**src/rtl/hazard_unit_pkg.sv**
```systemverilog
`default_nettype none
// ============================================================================
//  Module      : hazard_unit_pkg
//  Description : Shared types and constants for the hazard unit: forwarding
//                select encodings, mult/div kind encodings, default HI/LO
//                latencies, shadow-register layouts and their bubble values.
//  Revision    : 1.0  initial release
// ============================================================================
package hazard_unit_pkg;

    // Operand source select for the D and E forwarding muxes.
    typedef enum logic [1:0] {
        FWD_RF = 2'd0,
        FWD_E  = 2'd1,
        FWD_M  = 2'd2,
        FWD_W  = 2'd3
    } fwd_sel_t;

    // Class of HI/LO unit usage carried with each instruction.
    typedef enum logic [1:0] {
        MD_NONE = 2'd0,
        MD_MULT = 2'd1,
        MD_DIV  = 2'd2,
        MD_HILO = 2'd3
    } md_kind_t;

    localparam int c_MULT_CYCLES_DEF = 5;
    localparam int c_DIV_CYCLES_DEF  = 10;

    // E-stage shadow: everything needed for stall, E forwarding and the timer.
    typedef struct packed {
        logic [4:0] ra1;
        logic [4:0] ra2;
        logic [4:0] wa;
        logic [1:0] tnew;
        md_kind_t   md_kind;
    } e_shadow_t;

    // M/W shadows only need the producer side.
    typedef struct packed {
        logic [4:0] wa;
        logic [1:0] tnew;
    } mw_shadow_t;

    localparam e_shadow_t  c_E_BUBBLE  = '0;
    localparam mw_shadow_t c_MW_BUBBLE = '0;

    // Remaining-latency decrement, floored at zero.
    function automatic logic [1:0] sat_dec(input logic [1:0] t);
        return (t == 2'd0) ? 2'd0 : t - 2'd1;
    endfunction

endpackage
`default_nettype wire

```
**src/rtl/hazard_unit_md_busy_timer.sv**
```systemverilog
`default_nettype none
// ============================================================================
//  Module      : md_busy_timer
//  Description : HI/LO busy timer. Loads the mult or div latency on the edge
//                an operation leaves E (unless flushed), otherwise counts
//                down to zero. Busy while the count is nonzero.
//  Ports       : clk, reset_n (async, active-low)
//                i_flush     - pipeline flush; suppresses a load only
//                i_md_kind_e - md kind of the instruction currently in E
//                o_busy      - HI/LO result not yet available
//  Revision    : 1.0  initial release
// ============================================================================
module md_busy_timer
    import hazard_unit_pkg::*;
#(
    parameter int MULT_CYCLES = c_MULT_CYCLES_DEF,
    parameter int DIV_CYCLES  = c_DIV_CYCLES_DEF
) (
    input  logic     clk,
    input  logic     reset_n,
    input  logic     i_flush,
    input  md_kind_t i_md_kind_e,
    output logic     o_busy
);

    localparam int c_MAX   = (MULT_CYCLES > DIV_CYCLES) ? MULT_CYCLES : DIV_CYCLES;
    localparam int c_CNT_W = $clog2(c_MAX + 1);

    logic [c_CNT_W-1:0] r_cnt;

    always_ff @(posedge clk or negedge reset_n) begin
        if (!reset_n) begin
            r_cnt <= '0;
        end else if (!i_flush && (i_md_kind_e == MD_MULT)) begin
            r_cnt <= c_CNT_W'(MULT_CYCLES);
        end else if (!i_flush && (i_md_kind_e == MD_DIV)) begin
            r_cnt <= c_CNT_W'(DIV_CYCLES);
        end else if (r_cnt != '0) begin
            // A flushed mult/div never started, but one already running
            // keeps counting through the flush.
            r_cnt <= r_cnt - c_CNT_W'(1);
        end
    end

    assign o_busy = (r_cnt != '0);

endmodule
`default_nettype wire

```
**src/rtl/hazard_unit.sv**
```systemverilog
`default_nettype none
// ============================================================================
//  Module      : hazard_unit
//  Description : Pipeline hazard unit. Tracks E/M/W shadows of the Tuse/Tnew
//                hazard descriptors, raises the D-stage stall, and drives the
//                D and E operand forwarding selects. Owns the HI/LO timer.
//  Ports       : clk, reset_n (async, active-low)
//                d_tuse1/2, d_ra1/2, d_tnew, d_wa, d_md_kind - D descriptor
//                flush   - turn every shadow into a bubble
//                stall   - freeze PC/D, bubble into E
//                fwd_d1/2 - D operand source (RF/E/M/W)
//                fwd_e1/2 - E operand source (ID/EX, M, W)
//  Revision    : 1.0  initial release
// ============================================================================
module hazard_unit
    import hazard_unit_pkg::*;
#(
    parameter int MULT_CYCLES = c_MULT_CYCLES_DEF,
    parameter int DIV_CYCLES  = c_DIV_CYCLES_DEF
) (
    input  logic       clk,
    input  logic       reset_n,
    input  logic [1:0] d_tuse1,
    input  logic [1:0] d_tuse2,
    input  logic [4:0] d_ra1,
    input  logic [4:0] d_ra2,
    input  logic [1:0] d_tnew,
    input  logic [4:0] d_wa,
    input  logic [1:0] d_md_kind,
    input  logic       flush,
    output logic       stall,
    output logic [1:0] fwd_d1,
    output logic [1:0] fwd_d2,
    output logic [1:0] fwd_e1,
    output logic [1:0] fwd_e2
);

    e_shadow_t  r_e;
    mw_shadow_t r_m;
    mw_shadow_t r_w;

    logic w_hazard;
    logic w_md_stall;
    logic w_busy;

    // Consumer needs the value in tuse cycles, producer delivers in tnew.
    function automatic logic raw_hz(input logic [4:0] ra, input logic [1:0] tuse,
                                    input logic [4:0] wa, input logic [1:0] tnew);
        return (ra != 5'd0) && (ra == wa) && (tnew > tuse);
    endfunction

    // The youngest matching stage owns the register; if its value is not
    // ready, older stages hold stale data, so fall back to the RF path.
    function automatic fwd_sel_t sel_d(input logic [4:0] ra,
                                       input mw_shadow_t e, input mw_shadow_t m,
                                       input mw_shadow_t w);
        fwd_sel_t sel;
        sel = FWD_RF;
        if (ra != 5'd0) begin
            if (ra == e.wa) begin
                if (e.tnew == 2'd0) sel = FWD_E;
            end else if (ra == m.wa) begin
                if (m.tnew == 2'd0) sel = FWD_M;
            end else if (ra == w.wa) begin
                if (w.tnew == 2'd0) sel = FWD_W;
            end
        end
        return sel;
    endfunction

    function automatic fwd_sel_t sel_e(input logic [4:0] ra,
                                       input mw_shadow_t m, input mw_shadow_t w);
        fwd_sel_t sel;
        sel = FWD_RF;
        if (ra != 5'd0) begin
            if (ra == m.wa) begin
                if (m.tnew == 2'd0) sel = FWD_M;
            end else if (ra == w.wa) begin
                if (w.tnew == 2'd0) sel = FWD_W;
            end
        end
        return sel;
    endfunction

    mw_shadow_t w_e_prod;
    assign w_e_prod = '{wa: r_e.wa, tnew: r_e.tnew};

    assign w_hazard = raw_hz(d_ra1, d_tuse1, r_e.wa, r_e.tnew)
                    | raw_hz(d_ra2, d_tuse2, r_e.wa, r_e.tnew)
                    | raw_hz(d_ra1, d_tuse1, r_m.wa, r_m.tnew)
                    | raw_hz(d_ra2, d_tuse2, r_m.wa, r_m.tnew);

    // Any HI/LO user waits while a mult/div is in E or still computing.
    assign w_md_stall = (d_md_kind != MD_NONE)
                      && ((r_e.md_kind == MD_MULT) || (r_e.md_kind == MD_DIV) || w_busy);

    assign stall  = w_hazard | w_md_stall;
    assign fwd_d1 = sel_d(d_ra1, w_e_prod, r_m, r_w);
    assign fwd_d2 = sel_d(d_ra2, w_e_prod, r_m, r_w);
    assign fwd_e1 = sel_e(r_e.ra1, r_m, r_w);
    assign fwd_e2 = sel_e(r_e.ra2, r_m, r_w);

    always_ff @(posedge clk or negedge reset_n) begin
        if (!reset_n) begin
            r_e <= c_E_BUBBLE;
            r_m <= c_MW_BUBBLE;
            r_w <= c_MW_BUBBLE;
        end else if (flush) begin
            r_e <= c_E_BUBBLE;
            r_m <= c_MW_BUBBLE;
            r_w <= c_MW_BUBBLE;
        end else begin
            if (stall) begin
                r_e <= c_E_BUBBLE;
            end else begin
                r_e.ra1     <= d_ra1;
                r_e.ra2     <= d_ra2;
                r_e.wa      <= d_wa;
                r_e.tnew    <= sat_dec(d_tnew);
                r_e.md_kind <= md_kind_t'(d_md_kind);
            end
            r_m.wa   <= r_e.wa;
            r_m.tnew <= sat_dec(r_e.tnew);
            r_w.wa   <= r_m.wa;
            r_w.tnew <= sat_dec(r_m.tnew);
        end
    end

    md_busy_timer #(
        .MULT_CYCLES (MULT_CYCLES),
        .DIV_CYCLES  (DIV_CYCLES)
    ) u_md_busy_timer (
        .clk         (clk),
        .reset_n     (reset_n),
        .i_flush     (flush),
        .i_md_kind_e (r_e.md_kind),
        .o_busy      (w_busy)
    );

endmodule
`default_nettype wire

```
**config.mk**
```make
export PLATFORM = sky130hd
export DESIGN_NAME = hazard_unit
export DESIGN_NICKNAME = d
export VERILOG_FILES = /design/src/rtl/hazard_unit_pkg.sv /design/src/rtl/hazard_unit_md_busy_timer.sv /design/src/rtl/hazard_unit.sv
export SDC_FILE = /design/constraint.sdc
export NUM_CORES = 1
export LEC_CHECK = 0
export ABC_AREA = 1
export BUFFER_PORTS_ARGS = -buffer_cell sky130_fd_sc_hd__buf_2
export CELL_PAD_IN_SITES_DETAIL_PLACEMENT = 0
export CELL_PAD_IN_SITES_GLOBAL_PLACEMENT = 1
export CORE_MARGIN = 8
export CORE_UTILIZATION = 43
export CTS_BUF_LIST = sky130_fd_sc_hd__clkbuf_8
export CTS_CLUSTER_SIZE = 14
export DETAILED_ROUTE_END_ITERATION = 6
export GPL_TIMING_DRIVEN = 0
export PLACE_DENSITY = 0.86
export SLEW_MARGIN = 20
export SYNTH_ARGS = -nofsm -noshare
export SYNTH_HDL_FRONTEND = slang
export SYNTH_SLANG_ARGS = --single-unit
```
**constraint.sdc**
```tcl
create_clock -name clk -period 2.1 [get_ports clk]
set_clock_uncertainty 0.1 [all_clocks]
set_input_delay 0.21 -clock clk [delete_from_list [all_inputs] [get_ports clk]]
set_output_delay 0.21 -clock clk [all_outputs]
set_load 0.02 [all_outputs]
```
==> summary.md <==
| Metric | Value |
|---|---|
| CP max stage delay | 420 ps |
| Pin count of the biggest net entering global routing | 38 |
| Mapped Area | 2500 um2 |
| Pre-CTS setup slack | between 30 and 40 ps |
| Count leader, synth | nand2_1 |
| Final ANT Viol Nets | 0 |
| Multi-input logic area | approximately 1500 um2 |
| Vias in the first global route | between 2000 and 2500 |
| Hold path start | d_wa[1] |
| Max frequency | 476 MHz |
| Lkg Pwr | 1.66 nW |
| Crit end category | output port |
| Design area | 3120 um2 |
| NetSw | approximately 0.75 mW |
| Slew HR | 0.457 |
| CP required | between 1500 and 2000 ps |
| Total global-route track usage | 0.155 |
| Ant diodes | 0 |
| Share of layout cells above drive strength 1 | 0.263 |
| Via count | 2305 |
| Grt ovf | 0 |
| Number of flops mapped to enable cells by yosys | 0 |
| PnR worst setup slack | 0.722 ps |
| Initial Util | 0.448 |
| Reg-to-reg startpoint | r_e[2]$_DFF_PN0_ |
| Fin crit share | 1.00 |
| Chip Height | between 90 and 100 um |
| CTS Buffer Depth | 2 |
| Syn avg cell area | 7.12 um2 |
| Reg2reg path depth | 12 |
| Row cnt | 27 |
| Routed WL per cell | 13.4 um |
| CP Launch Point | r_e[2]$_DFF_PN0_ |
| CP max-delay cell | dfrtp_1 |
| Detailed-route DRC error count | 0 |
| Reg area | 940 um2 |
| Flop pwr share | 0.413 |
| Syn Nets | between 300 and 400 |
| RSZ-0062 raised after global routing | yes |
| Initial antenna violation count | 0 |
| Max-cap check violation count | 0 |
| P per Cell Area | 670 nW/um2 |
| Sw Share | 0.362 |
| Worst path most repeated cell | nand2_1 |
| DRT Wirelength | 6330 um |
| CTS Buf Count | 5 |
| Post-synth top area cell | dfrtp_1 |
| Crit-path max FO | 3 |
| Status | complete, no violations |
| IO Pins | 35 |
| CP cell instances | inv_2 > ha_4 > nand2_1 > a21boi_2 > nand4_1 > nand2_1 > nand2_1 > nand3_2 > buf_6 |
| Maximum vdd ir drop | between 0.6 and 0.7 mV |
| Clock power frac | 0.222 |
| TritonCTS clock tree | built |
| Post-Route Setup TNS | 0 ps |
| Synth warn | 0 |
| Prevailing post-synth register cell | dfrtp_1 |
| Worst Path Arrival | between 1500 and 2000 ps |
| Startpoint types | flip-flop |
| Async set or reset register ratio after synthesis | 1.00 |
| Comb power frac | 0.365 |
| Filler instances | 550 |
| Design Power | 2.09 mW |
| Final net count | around 440 |
| DR iter-0 viols | roughly 130 |
| Synth Register Bits | 37 |
| Final setup fails | 0 |
| CORE AREA | 5570 um2 |
| Slew of the pin with the lowest slew margin | 815 ps |
| Cell Int Power | 1.33 mW |
| First-pass GRT wire length | 10600 um |
| Post-synthesis cell type count | 30 |
| CTS sink cnt | 37 |
| Post-synth top cells | nand2_1 (88), nor2_1 (52), inv_1 (51) |
| Synth area leaders | dfrtp_1 (37%), nand2_1 (13%), nor2_1 (7.8%), inv_1 (7.7%), xor2_1 (6.3%) |
| Fin Hold WS | 45.7 ps |
| Die footprint | about 8500 um2 |
| Worst-path clk slew | 70 ps |
| Tmin final | 2100 ps |
| Buffers on Ports | 32 |
| Die width | 92.2 um |
| TritonRoute pass-1 iters | 4 |
| Max-slew violations | 0 |
| Final Hold Viols | 0 |
| Max H-tree Level | 2 |
| Root Buffer Master | clkbuf_8 |
| Vias/cell | 4.88 |
| Worst Hold Class | input pin to flip-flop |
| Mapped Cells | 351 |
| Post-synthesis sequential area ratio | 0.371 |
| Synth top area share | 0.371 |
| Post-DP Area | 2750 um2 |
| Placer Congestion | 0.866 |
| Cells on Worst Hold Path | 3 |
| DP HPWL | 4860 um |
| Crit path kind | flip-flop to output port |
| Clk Latency, worst-skew pair | 290 ps |
| Area delta synth->final | 24.7% |
==> flip-flops by register name (all words and copies together) (netlist names) <==
signal and count:
r_e 19, r_m 7, r_w 7, u_md_busy_timer.r_cnt 4
==> cells by family (layout without fill, tap and decap cells) <==
| family | after synthesis | count (layout) | share of synthesized area |
|---|---|---|---|
| simple gates | 184 | 184 | 0.310 |
| buf+inv | 64 | 113 | 0.105 |
| flops | 37 | 37 | 0.371 |
| compound gates | 27 | 27 | 0.0596 |
| xor+xnor | 27 | 27 | 0.0946 |
| fa+ha+maj | 12 | 12 | 0.0601 |
==> cell usage in the layout, fill, tap and decap left out, types with 8 or more instances in the layout <==
cell and n:
nand2_1 87, inv_1 48, nor2_1 48, buf_2 28, dfrtp_1 26, xor2_1 17, buf_4 14, nand3_1 12
dfrtp_2 11, nor3_1 10, inv_2 9, nand4_1 9, o21ai_0 9, xnor2_1 8
==> per-layer routing <==
metal / vias to the layer above / share of wire / GRT usage
met5: - / 0 / 0
met4: 0 / 0.031 / 0.0658
met3: 14 / 0.044 / 0.0359
met2: 56 / 0.49 / 0.261
met1: 1051 / 0.44 / 0.186
li1: 1184 / - / -
==> path summary, 6_finish.rpt <==
path                                                         to  slack (ps)
max                                                       stall         0.7
min                                            r_e[5]$_DFF_PN0_          50
max reg2reg                                    r_e[6]$_DFF_PN0_          70
min reg2reg                                    r_m[0]$_DFF_PN0_         430
max in group asynchronous                      r_w[3]$_DFF_PN0_         880
min in group asynchronous  u_md_busy_timer.r_cnt[2]$_DFFE_PN0P_         450
==> metrics by stage <==
stage | instances | utilization
global placement | 455 | 0.493
detailed placement | 455 | 0.493
CTS | 468 | 0.536
floorplan | 351 | -
finish | 472 | 0.559
global route | 472 | 0.559
==> timing repair <==
| item | in CTS | in global routing |
|---|---|---|
| endpoints found under the hold margin | 37 | 0 |
| buffers inserted | 5 | 6 |
| gates resized for setup | 23 | 31 |
| setup endpoints to repair | 3 | 9 |
| pin swaps | 4 | 16 |
| cloned | 0 | 0 |
| hold buffers | 1 | 0 |
==> power groups by stage <==
stage / sequential, mW / combinational [mW] / clock, mW
global placement: 0.866 / 0.675 / 0
global route: 0.873 / 0.868 / 0.513
finish: 0.862 / 0.760 / 0.463
floorplan: 0.852 / 0.499 / 0
CTS: 0.858 / 0.734 / 0.482
detailed placement: 0.868 / 0.685 / 0
==> worst max-delay path: cells and delay by family (launching register included) <==
kind            cells  cell delay [ps]
flops               1              420
simple gates        5              390
fa+ha+maj           1              260
compound gates      1              150
buf+inv             2              270
==> area by class of cell <==
| type | instances | area share |
|---|---|---|
| Buffer | 7 | 0.0124 |
| Clock buffer | 5 | 0.0221 |
| Clock inverter | 3 | 0.00361 |
| Inverter | 54 | 0.0651 |
| Multi-Input combinational cell | 250 | 0.479 |
| Sequential cell | 37 | 0.302 |
| Tap cell | 72 | 0.0289 |
| Timing Repair Buffer | 44 | 0.0876 |
No activity file was read; power rests on OpenSTA's default activity.
